**config.mk**
```make
export PLATFORM = sky130hd
export DESIGN_NAME = hex_serial_subtractor
export DESIGN_NICKNAME = d
export VERILOG_FILES = /design/src/rtl/hex_serial_subtractor.sv
export SDC_FILE = /design/constraint.sdc
export NUM_CORES = 1
export LEC_CHECK = 0
export ABC_AREA = 1
export CAP_MARGIN = 10
export CORE_ASPECT_RATIO = 2
export CORE_MARGIN = 5
export CORE_UTILIZATION = 35
export CTS_BUF_LIST = sky130_fd_sc_hd__clkbuf_4
export CTS_CLUSTER_DIAMETER = 100
export CTS_CLUSTER_SIZE = 12
export DETAILED_ROUTE_END_ITERATION = 10
export PLACE_DENSITY_LB_ADDON = 0.1
export SLEW_MARGIN = 20
export SYNTH_ARGS = -nofsm -noshare
export SYNTH_HDL_FRONTEND = slang
export SYNTH_SLANG_ARGS = --single-unit
export TNS_END_PERCENT = 5
```
**constraint.sdc**
```tcl
create_clock -name clk -period 1.4 [get_ports clk]
set_input_delay 0.28 -clock clk [delete_from_list [all_inputs] [get_ports clk]]
set_output_delay 0.28 -clock clk [all_outputs]
set_load 0.02 [all_outputs]
```
**src/rtl/hex_serial_subtractor.sv**
```systemverilog
// hex_serial_subtractor: bit-serial Diff = A - B - Bin, LSB first, W+1 clocks/op.
// Ports: clk, rst (sync, active-high), start/ready/done handshake,
//   A, B (W-bit operands), Bin (borrow in), Diff (W-bit), Bout (borrow out).
// Optional macro HEX_SUB_OVF_EN adds output Ovf (signed overflow flag).
module hex_serial_subtractor #(
    parameter int W = 4
) (
    input  logic         clk,
    input  logic         rst,
    input  logic         start,
    input  logic [W-1:0] A,
    input  logic [W-1:0] B,
    input  logic         Bin,
    output logic         ready,
    output logic         done,
    output logic [W-1:0] Diff,
    output logic         Bout
`ifdef HEX_SUB_OVF_EN
    ,
    output logic         Ovf
`endif
);

    localparam int CW = (W > 1) ? $clog2(W) : 1;

    typedef enum logic [1:0] {
        S_IDLE,
        S_SHIFT,
        S_DONE
    } state_t;

    state_t         r_state;
    logic [W-1:0]   r_opa;
    logic [W-1:0]   r_opb;
    logic           r_brw;
    logic [W-1:0]   r_res;
    logic [CW-1:0]  r_cnt;
    logic           r_ready;
    logic           r_done;
    logic [W-1:0]   r_diff;
    logic           r_bout;
`ifdef HEX_SUB_OVF_EN
    // Operand sign bits, kept because r_opa/r_opb are shifted away.
    logic           r_amsb;
    logic           r_bmsb;
    logic           r_ovf;
`endif

    logic           w_d;
    logic           w_brw;
    logic [W-1:0]   w_res;
    logic           w_last;

    // Full-subtractor cell for the current bit.
    assign w_d    = r_opa[0] ^ r_opb[0] ^ r_brw;
    assign w_brw  = (~r_opa[0] & r_opb[0])
                  | (~(r_opa[0] ^ r_opb[0]) & r_brw);
    assign w_res  = {w_d, r_res[W-1:1]};
    assign w_last = (r_cnt == CW'(W - 1));

    always_ff @(posedge clk) begin
        if (rst) begin
            r_state <= S_IDLE;
            r_opa   <= '0;
            r_opb   <= '0;
            r_brw   <= 1'b0;
            r_res   <= '0;
            r_cnt   <= '0;
            r_ready <= 1'b1;
            r_done  <= 1'b0;
            r_diff  <= '0;
            r_bout  <= 1'b0;
`ifdef HEX_SUB_OVF_EN
            r_amsb  <= 1'b0;
            r_bmsb  <= 1'b0;
            r_ovf   <= 1'b0;
`endif
        end else begin
            r_done <= 1'b0;
            case (r_state)
                // DONE accepts a start exactly like IDLE (back-to-back).
                S_IDLE, S_DONE: begin
                    if (start) begin
                        r_opa   <= A;
                        r_opb   <= B;
                        r_brw   <= Bin;
                        r_cnt   <= '0;
                        r_ready <= 1'b0;
                        r_state <= S_SHIFT;
`ifdef HEX_SUB_OVF_EN
                        r_amsb  <= A[W-1];
                        r_bmsb  <= B[W-1];
`endif
                    end else begin
                        r_ready <= 1'b1;
                        r_state <= S_IDLE;
                    end
                end
                S_SHIFT: begin
                    r_res <= w_res;
                    r_opa <= r_opa >> 1;
                    r_opb <= r_opb >> 1;
                    r_brw <= w_brw;
                    r_cnt <= r_cnt + 1'b1;
                    if (w_last) begin
                        r_state <= S_DONE;
                        r_ready <= 1'b1;
                        r_done  <= 1'b1;
                        r_diff  <= w_res;
                        r_bout  <= w_brw;
`ifdef HEX_SUB_OVF_EN
                        // w_d is the result MSB on the last bit.
                        r_ovf   <= (r_amsb ^ r_bmsb) & (w_d ^ r_amsb);
`endif
                    end
                end
                default: begin
                    r_state <= S_IDLE;
                    r_ready <= 1'b1;
                end
            endcase
        end
    end

    assign ready = r_ready;
    assign done  = r_done;
    assign Diff  = r_diff;
    assign Bout  = r_bout;
`ifdef HEX_SUB_OVF_EN
    assign Ovf   = r_ovf;
`endif

endmodule
```
==> key figures, run 1 <==
Outcome
  – Status: completed

Floorplan
  – Die width: around 47 um
  – Rows: 27
  – Io pins: 19
  – Die Span Y: between 80 and 90 um
  – Core ar.: 0.002736 mm2
  – Die outline area: 0.004013 mm2
  – Initial Util: 0.3571

Logic synthesis
  – Synth warn: 0
  – Mapped Nets: 141
  – Sequential area share after synthesis: 0.4712
  – Post-synth EDFFs: 0
  – Avg Cell Area, Syn: between 7 and 8 um2
  – Yosys reg bits: 23
  – Adder-cell area share of the yosys netlist: 0.03329
  – Mapped Cells: around 130
  – Top FF cell, synth: dfxtp_1
  – Simple-Gate Fraction of Synth Area: 0.3175
  – Fraction of registers with async set or reset after synthesis: 0
  – Syn Std Cell Area: 977.2 um2
  – Post-Synth XOR/XNOR Area: 0
  – Proportion of synthesized area in mux cells: 0
  – Main combinational cell family by area after synthesis: simple AND/OR/NAND/NOR gates
  – Compound-gate portion of the synthesized area: 0.06530
  – Unique masters post-synth: 18

Clocking
  – Clock Path Buffers: 2
  – Postcts setup bufs: 0
  – Clock Pin Slew Worst Setup and Hold Paths: 130 ps
  – Root buf cell: clkbuf_4
  – Skew-Pair Late Insertion Delay: 320 ps
  – H-tree depth: 1
  – Number of clock sinks: 23
  – CTS Buf Count: 3
  – CTS tree: built

Setup path
  – CP delay by family, top: flip-flops
  – Critical Path Start Type: register
  – CP cell instances: dlygate4sd2_1
  – Worst r2r src: r_opb[0]
  – Maximum fanout along the worst path: 2
  – Setup crit end kind: primary output
  – Critical-path top delay cell: dfxtp_1
  – Crit-path max cell delay: between 300 and 400 ps
  – Crit path required time: approximately 1100 ps
  – CP Class: reg2out
  – Worst Path Buf+Inv: 1
  – CP arrival: roughly 1000 ps
  – Crit. Startpoint: Bout

Flow run
  – Max_cap viols: 0

Power
  – Leak: ~0.00054 uW
  – Power density over the cells: approximately 1000 mW/mm2
  – Peak supply drop: slightly above 0.6 mV

Detailed routing
  – Via count: about 840
  – Max Used Layer: met4
  – Met3 routed WL: about 100 um
  – Final WL: 1982 um
  – Metal-1 WL: roughly 840 um
  – First-pass DRT Iterations: 4
  – Via density: about 4.8
  – DRC: 0
  – Antenna-violating nets left: 0
  – DRT iter0 DRCs: 19
  – Average wire per standard cell: 11.26 um
  – Met2 WL: just under 1000 um

Timing
  – RSZ-0062 raised after global routing: no
  – Worst slew pin tran: 423.2 ps
  – Worst Skew: 8.302 ps
  – Final min period: 1286 ps
  – Final total negative setup slack: 0 ps
  – WHS: 468.3 ps
  – Final worst-path cycle share: 0.9182
  – Relative slew slack: 0.7172
  – Pins Over Slew Limit: 0
  – Final Hold Vio Count: 0
  – Fmax: slightly below 800 MHz
  – Final Setup Violations: 0
  – Setup ws final: 114.5 ps

Global routing
  – Antenna violations before repair: 0
  – GRT Overall Usage: 0.1192
  – GR Overflow Total: 0
  – Pin count of the biggest net entering global routing: 19
  – Vias in the first global route: 803
  – First-pass GRT wire length: 3505 um

Place
  – RD Place Congestion: approximately 0.70
  – Placed Cells: about 170
  – Port bufs: 18
  – DP HPWL: roughly 1500 um
  – Worst setup slack after placement: around 36 ps

Hold path
  – Hold path startpoint: Diff[0]
  – Min-Delay Path Class: reg2reg

Finish
  – Fin nets: between 150 and 200
  – ANT cells: 0
  – Final design utilization: 0.4403
  – Non-filler cells, final: 176
  – Layout area overhead: 23.30%
  – Layout cell share with drive strength beyond 1: 0.08844
## power by group
part | switching [uW] | leakage [uW] | internal (uW) | total (uW)
Sequential | 19.2 | 0.000189 | 697 | 716
Clock | 206 | 0.0000177 | 107 | 313
Combinational | 123 | 0.000338 | 101 | 224
## through the flow
| step | power (uW) | area (um2) |
|---|---|---|
| finish | 1254 | 1205 |
| global route | 1334 | 1205 |
| CTS | 1277 | 1205 |
| detailed placement | 963.3 | 1186 |
| global placement | 959.7 | 1186 |
| floorplan | 887.8 | 977.2 |
## Yosys cell counts (2+ instances only)
library cell   n  share of area
dfxtp_1       23           0.47
nand3_1       23           0.12
nand2_1       21          0.081
nor2_1        15          0.058
inv_1         14          0.054
a21oi_1        6          0.031
nor3_1         6          0.031
o21ai_0        5          0.026
buf_4          3          0.023
buf_6          2          0.023
inv_2          2         0.0077
## flip-flops by register name, summed over array words and instances (netlist names), 2 cells and up
register  cells
r_state       2
r_opa         4
Diff          4
r_opb         4
r_res         3
r_cnt         2
## worst paths after layout
kind | to | slack, ps | cells after the start
setup / recovery | Bout | 110 | 1
hold / removal | Diff[0] | 470 | 2
setup reg to reg | Diff[3] | 190 | 4
hold reg to reg | Diff[0] | 470 | 2
## cells in the final DEF, fill, tap and decap left out, drive strengths merged
cell type,Yosys,routed
nand2,22,22
nor2,16,16
ha,1,1
a21oi,7,7
dfxtp,23,23
buf,6,4
clkdlybuf4s50,0,11
nand3,23,23
o21ai,5,5
nor3,6,6
clkinv,0,1
dlygate4sd2,0,7
nand3b,1,1
inv,16,16
clkbuf,0,3
fa,1,1
## layer usage
| metal | global-route usage | vias to the layer above |
|---|---|---|
| li1 | - | 446 |
| met1 | 0.1365 | 369 |
| met2 | 0.1980 | 16 |
| met3 | 0.01931 | 5 |
| met4 | 0.06045 | 0 |
| met5 | 0 | - |
## final cells by class
type	count	area, um2
clock inverters	1	5.005
repair buffers	22	214.0
clock buffers	3	22.52
flip-flops and latches	23	460.4
fillers	290	1531
inverters	16	60.06
well taps	29	36.28
multi-input cells	82	406.6
## logic make-up after synthesis
kind of cell,Yosys count
buf+inv,22
simple gates,68
fa+ha+maj,2
flops,23
compound gates,12
## repair_timing
action	in CTS	in global routing
hold buffers	0	0
gates resized for setup	7	0
endpoints found under the setup margin	7	0
Note: power is estimated with default switching activity, not from simulation.
==> inputs of run 2 (changes only) <==
Settings changed: CTS_CLUSTER_DIAMETER 100 to 200, SETUP_SLACK_MARGIN from default to 0.15.
==> run 2 against run 1 <==
Design area grew 0.83%. Wire length grew 0.91%. Setup slack gained 37 ps. Register-to-register slack is essentially flat. Clock power is essentially flat. First-iteration DRC count shrank 16%. Die area is the same. Clock-buffer cell count is the same. Worst hold slack gained 2.1 ps. Largest power group unchanged.
==> key figures, run 2 (same netlist as run 1, synthesis figures left out) <==
Outcome
  – Status: completed

Finish
  – Fill cells: 286 (-1.4%)
  – Fin nets: 162 (unchanged)
  – Layout area overhead: 24.33%
  – Final design utilization: 0.4440 (+0.003658)
  – Multi-input gate area in the final layout: 412.9 um2 (+1.5%)
  – Register area: 460.4 um2 (unchanged)
  – ANT cells: 0 (unchanged)
  – Layout cell share with drive strength beyond 1: 0.1156 (+0.02721)
  – Most frequent cells in the layout: dfxtp_1, nand3_1, nand2_1, nor2_1, inv_1

Setup path
  – Maximum fanout along the worst path: 2 (unchanged)
  – Crit-path max cell delay: 350 ps (about the same)
  – Worst Path Buf+Inv: 1 (unchanged)
  – Crit path required time: 1120 ps (about the same)
  – Setup crit end kind: primary output
  – Critical Path Start Type: register
  – Crit. Startpoint: Diff[3]
  – CP delay by family, top: flip-flops
  – CP cell instances: clkdlybuf4s15_1
  – CP arrival: 970 ps (-40 ps)
  – CP Class: reg2out
  – Worst r2r src: r_opb[0]
  – Critical-path top delay cell: dfxtp_1

Power
  – Power density over the cells: 1031 mW/mm2 (-0.93%)
  – Leak: 0.0005260 uW (-3.5%)
  – Peak supply drop: 0.6136 mV (+0.45%)

Clocking
  – Postcts setup bufs: 0 (unchanged)
  – CTS tree: built
  – Clock Path Buffers: 2 (unchanged)
  – Root buf cell: clkbuf_4
  – H-tree depth: 1 (unchanged)
  – Skew-Pair Late Insertion Delay: 310 ps (about the same)
  – Number of clock sinks: 23 (unchanged)
  – Clock Pin Slew Worst Setup and Hold Paths: 130 ps (about the same)
  – CTS Buf Count: 3 (unchanged)

Place
  – DP HPWL: 1502 um (unchanged)
  – RD Place Congestion: 0.6995 (unchanged)
  – Port bufs: 18 (unchanged)

Hold path
  – Min-Delay Path Class: reg2reg
  – Hold path startpoint: r_res[3]

Detailed routing
  – Via count: 839 (+0.36%)
  – First-pass DRT Iterations: 2 (-2)
  – Final WL: 2000 um (+0.91%)
  – Antenna-violating nets left: 0 (unchanged)
  – Average wire per standard cell: 11.36 um (+0.91%)
  – DRT iter0 DRCs: 16 (-3)
  – DRC: 0 (unchanged)
  – Via density: 4.767 (+0.36%)

Floorplan
  – Io pins: 19 (unchanged)
  – Die width: 47.36 um (unchanged)
  – Rows: 27 (unchanged)
  – Initial Util: 0.3571 (unchanged)
  – Die Span Y: 84.73 um (unchanged)
  – Die outline area: 0.004013 mm2 (unchanged)
  – Core ar.: 0.002736 mm2 (unchanged)

Global routing
  – GR Overflow Total: 0 (unchanged)
  – GRT Overall Usage: 0.1196 (+0.0003987)
  – Vias in the first global route: 804 (+0.12%)
  – Pin count of the biggest net entering global routing: 19 (unchanged)
  – First-pass GRT wire length: 3519 um (+0.40%)
  – Antenna violations before repair: 0 (unchanged)

Timing
  – Final worst-path cycle share: 0.8916 (-0.02666)
  – Final Hold Vio Count: 0 (unchanged)
  – Final min period: 1248 ps (-37.33 ps)
  – Final Setup Violations: 0 (unchanged)
  – Final total negative setup slack: 0 ps (unchanged)
  – Pins Over Slew Limit: 0 (unchanged)
  – RSZ-0062 raised after global routing: yes
  – Worst slew pin tran: 243.4 ps (-179.8 ps)
  – Relative slew slack: 0.8372 (+0.1200)
  – Fmax: 801.1 MHz (+3.0%)
  – Worst Skew: 6.334 ps (-1.967 ps)

Flow run
  – Max_cap viols: 0 (unchanged)
==> run 2: changes by cell type in the layout (fill, tap and decap cells not counted), sizes merged <==
cell           delta
dlygate4sd2       -6
clkdlybuf4s15     +5
clkbuf            +1
==> run 2: metrics by stage <==
| step | hold slack, ps | area, um2 | power [uW] | setup slack (ps) | instances |
|---|---|---|---|---|---|
| 2_1_floorplan | 422.1 | 977.2 | 887.8 | 292.0 | 127 |
| 3_3_place_gp | 452.4 | 1186 | 959.7 | 43.85 | 172 |
| 3_5_place_dp | 449.6 | 1186 | 963.3 | 36.01 | 172 |
| 4_1_cts | 470.8 | 1214 | 1278 | 130.3 | 176 |
| 5_1_grt | 488.5 | 1215 | 1335 | 83.56 | 176 |
| 6_report | 470.3 | 1215 | 1253 | 151.8 | 176 |
==> run 2: routing by layer <==
metal	global-route usage	wire [um]	vias to the layer above
met1	0.1378	836	379
met4	0.06045	23	0
li1	-	-	445
met2	0.1980	1058	13
met3	0.01931	81	2
met5	0	0	-
==> run 2: area by class of cell <==
cell class | count | share of cell area
clock buffer | 3 | 0.01854
timing repair buffer | 22 | 0.1792
tap | 29 | 0.02987
multi-input combinational | 82 | 0.3399
inverter | 16 | 0.04943
sequential | 23 | 0.3790
clock inverter | 1 | 0.004119
==> run 2: final timing paths <==
kind             end  slack (ps)  cells after the start
min          Diff[2]         470                      2
min reg2reg  Diff[2]         470                      2
max          Diff[3]         150                      1
max reg2reg  Diff[3]         200                      4
==> run 2: power breakdown <==
| group | switching [uW] | internal [uW] | leakage, uW | total, uW |
|---|---|---|---|---|
| clock network | 205 | 107 | 0.0000177 | 311 |
| registers | 20.0 | 697 | 0.000189 | 717 |
| logic | 124 | 101 | 0.000320 | 224 |
==> run 2: repair_timing <==
| item | CTS | global route |
|---|---|---|
| resized for setup | 14 | 3 |
| hold buffers | 0 | 0 |
| endpoints found under the setup margin | 7 | 17 |
| endpoints found under the hold margin | 0 | 0 |
| cloned | 0 | 0 |
==> inputs of run 3 (changes only) <==
Settings changed: CORE_MARGIN 5 to default.
==> run 3 against run 2 <==
Sequential cell count did not move. Sequential share of layout area hardly changed. Die area down 25%. Clock skew down 4.9 ps. Largest power group unchanged. Via count down 1.9%. Critical path type unchanged. Setup slack improved by 9.7 ps. Total power grew 1.7%. Wire length shrank 4.3%. Clock power grew 6.4%.
==> key figures, run 3 (same netlist as run 1, synthesis figures left out) <==
Setup path
  – R2r setup slk: 190 ps (about the same)
  – Reg2Reg Depth: 6 (+2)
  – Worst Path Buf+Inv: 1 (unchanged)
  – Worst r2r src: r_opb[0]
  – Critical Path Start Type: register
  – CP Class: reg2out
  – Critical-path top delay cell: dfxtp_1
  – CP delay by family, top: flip-flops
  – Setup crit end kind: primary output
  – Crit-path max cell delay: 350 ps (about the same)
  – Crit path required time: 1120 ps (about the same)
  – CP arrival: 960 ps (about the same)
  – Maximum fanout along the worst path: 2 (unchanged)
  – Worst R2R End: r_brw
  – CP cell instances: clkdlybuf4s15_1

Timing
  – RSZ-0062 raised after global routing: yes
  – Worst Skew: 1.420 ps (-4.914 ps)
  – Worst slew pin tran: 397.8 ps (+154.4 ps)
  – Final Setup Violations: 0 (unchanged)
  – Fmax: 807.4 MHz (+0.79%)
  – Pins Over Slew Limit: 0 (unchanged)
  – Relative slew slack: 0.7342 (-0.1030)
  – Final min period: 1238 ps (-9.744 ps)
  – Final total negative setup slack: 0 ps (unchanged)
  – WHS: 473.1 ps (+2.779 ps)
  – Final Hold Vio Count: 0 (unchanged)
  – Final worst-path cycle share: 0.8846 (-0.006960)

Place
  – RD Place Congestion: 0.7023 (+0.40%)
  – Port bufs: 18 (unchanged)
  – Placed Cells: 170 (-1.2%)
  – DP HPWL: 1397 um (-7.0%)

Power
  – Power density over the cells: 1050 mW/mm2 (+1.8%)
  – Peak supply drop: 0.5376 mV (-12%)
  – Final Power: 1274 uW (+1.7%)
  – Leak: 0.0005267 uW (+0.15%)

Detailed routing
  – Average wire per standard cell: 11.00 um (-3.2%)
  – Via density: 4.730 (-0.78%)
  – DRT iter0 DRCs: 15 (-1)
  – First-pass DRT Iterations: 4 (+2)
  – Final WL: 1914 um (-4.3%)
  – DRC: 0 (unchanged)
  – Antenna-violating nets left: 0 (unchanged)
  – Via count: 823 (-1.9%)

Hold path
  – WHS Path Cells: 2 (unchanged)
  – Hold path startpoint: Diff[0]
  – Min-Delay Path Class: reg2reg
  – Worst hold endpoint: Diff[0]

Floorplan
  – Die Span Y: 76.73 um (-9.4%)
  – Die outline area: 0.003020 mm2 (-25%)
  – Io pins: 19 (unchanged)
  – Core ar.: 0.002603 mm2 (-4.9%)
  – Initial Util: 0.3755 (+0.01837)
  – Rows: 26 (-3.7%)
  – Die width: 39.36 um (-17%)

Finish
  – ANT cells: 0 (unchanged)
  – Most frequent cells in the layout: dfxtp_1, nand3_1, nand2_1, nor2_1, inv_1
  – Fin nets: 161 (-0.62%)
  – Non-filler cells, final: 174 (-1.1%)
  – Multi-input gate area in the final layout: 406.6 um2 (-1.5%)
  – Layout area overhead: 24.20%
  – Layout cell share with drive strength beyond 1: 0.08904 (-0.02661)
  – Fill cells: 287 (+0.35%)
  – Register area: 460.4 um2 (unchanged)

Global routing
  – GR Overflow Total: 0 (unchanged)
  – Vias in the first global route: 777 (-3.4%)
  – Antenna violations before repair: 0 (unchanged)
  – Pin count of the biggest net entering global routing: 19 (unchanged)
  – GRT Overall Usage: 0.1593 (+0.03964)
  – First-pass GRT wire length: 3332 um (-5.3%)

Clocking
  – CTS Buf Count: 3 (unchanged)
  – Clock Pin Slew Worst Setup and Hold Paths: 130 ps (about the same)
  – Number of clock sinks: 23 (unchanged)
  – Skew-Pair Late Insertion Delay: 310 ps (about the same)
  – # hold bufs at CTS: 0 (unchanged)
  – Root buf cell: clkbuf_4
  – Clock Path Buffers: 2 (unchanged)
  – CTS tree: built
  – H-tree depth: 1 (unchanged)
  – Postcts setup bufs: 0 (unchanged)

Flow run
  – Max_cap viols: 0 (unchanged)

Outcome
  – Status: completed
[run 3: changes by cell type in the layout (fill, tap and decap cells not counted), sizes merged]
cell,previous run,this run
buf,4,3
clkbuf,4,5
clkinv,1,0
[run 3: cell type report]
class	count	area share
repair buffers	21	0.1825
clock buffers	4	0.02474
well taps	28	0.02887
inverters	16	0.04948
flip-flops and latches	23	0.3794
multi-input cells	82	0.3351
[run 3: through the flow]
step / setup WS (ps) / util / cell area (um2)
detailed placement: 30.55 / 0.4572 / 1190
global placement: 46.90 / 0.4572 / 1190
global route: 73.89 / 0.4663 / 1214
finish: 161.5 / 0.4663 / 1214
floorplan: 292.0 / - / 977.2
CTS: 122.1 / 0.4678 / 1217
[run 3: timing repair]
action	4_1_cts	5_1_grt
setup endpoints to repair	7	8
pin swaps	0	0
gates cloned	0	0
gates resized for setup	12	2
[run 3: power by group]
part	internal [uW]	switching, uW	total, uW
Sequential	697	20.3	718
Clock	131	200	331
Combinational	104	121	225
Total	932	342	1270
[run 3: worst max path at each step]
stage                     slack (ps)  depth (start not counted)     start        to
after floorplan                  290                          4  r_opb[0]  r_res[3]
after global placement            50                          6     start     r_brw
after detailed placement          30                          6     start     r_brw
after CTS                        120                          1   Diff[0]   Diff[0]
after global routing              70                          1      Bout      Bout
final                            160                          1      Bout      Bout
[run 3: routing by layer]
layer / track usage / wire length (um) / part of all wire
met3: 0.03468 / 42 / 0.022
met5: 0 / 0 / 0
met1: 0.1701 / 822 / 0.43
met4: 0.09310 / 24 / 0.013
met2: 0.2650 / 1024 / 0.54
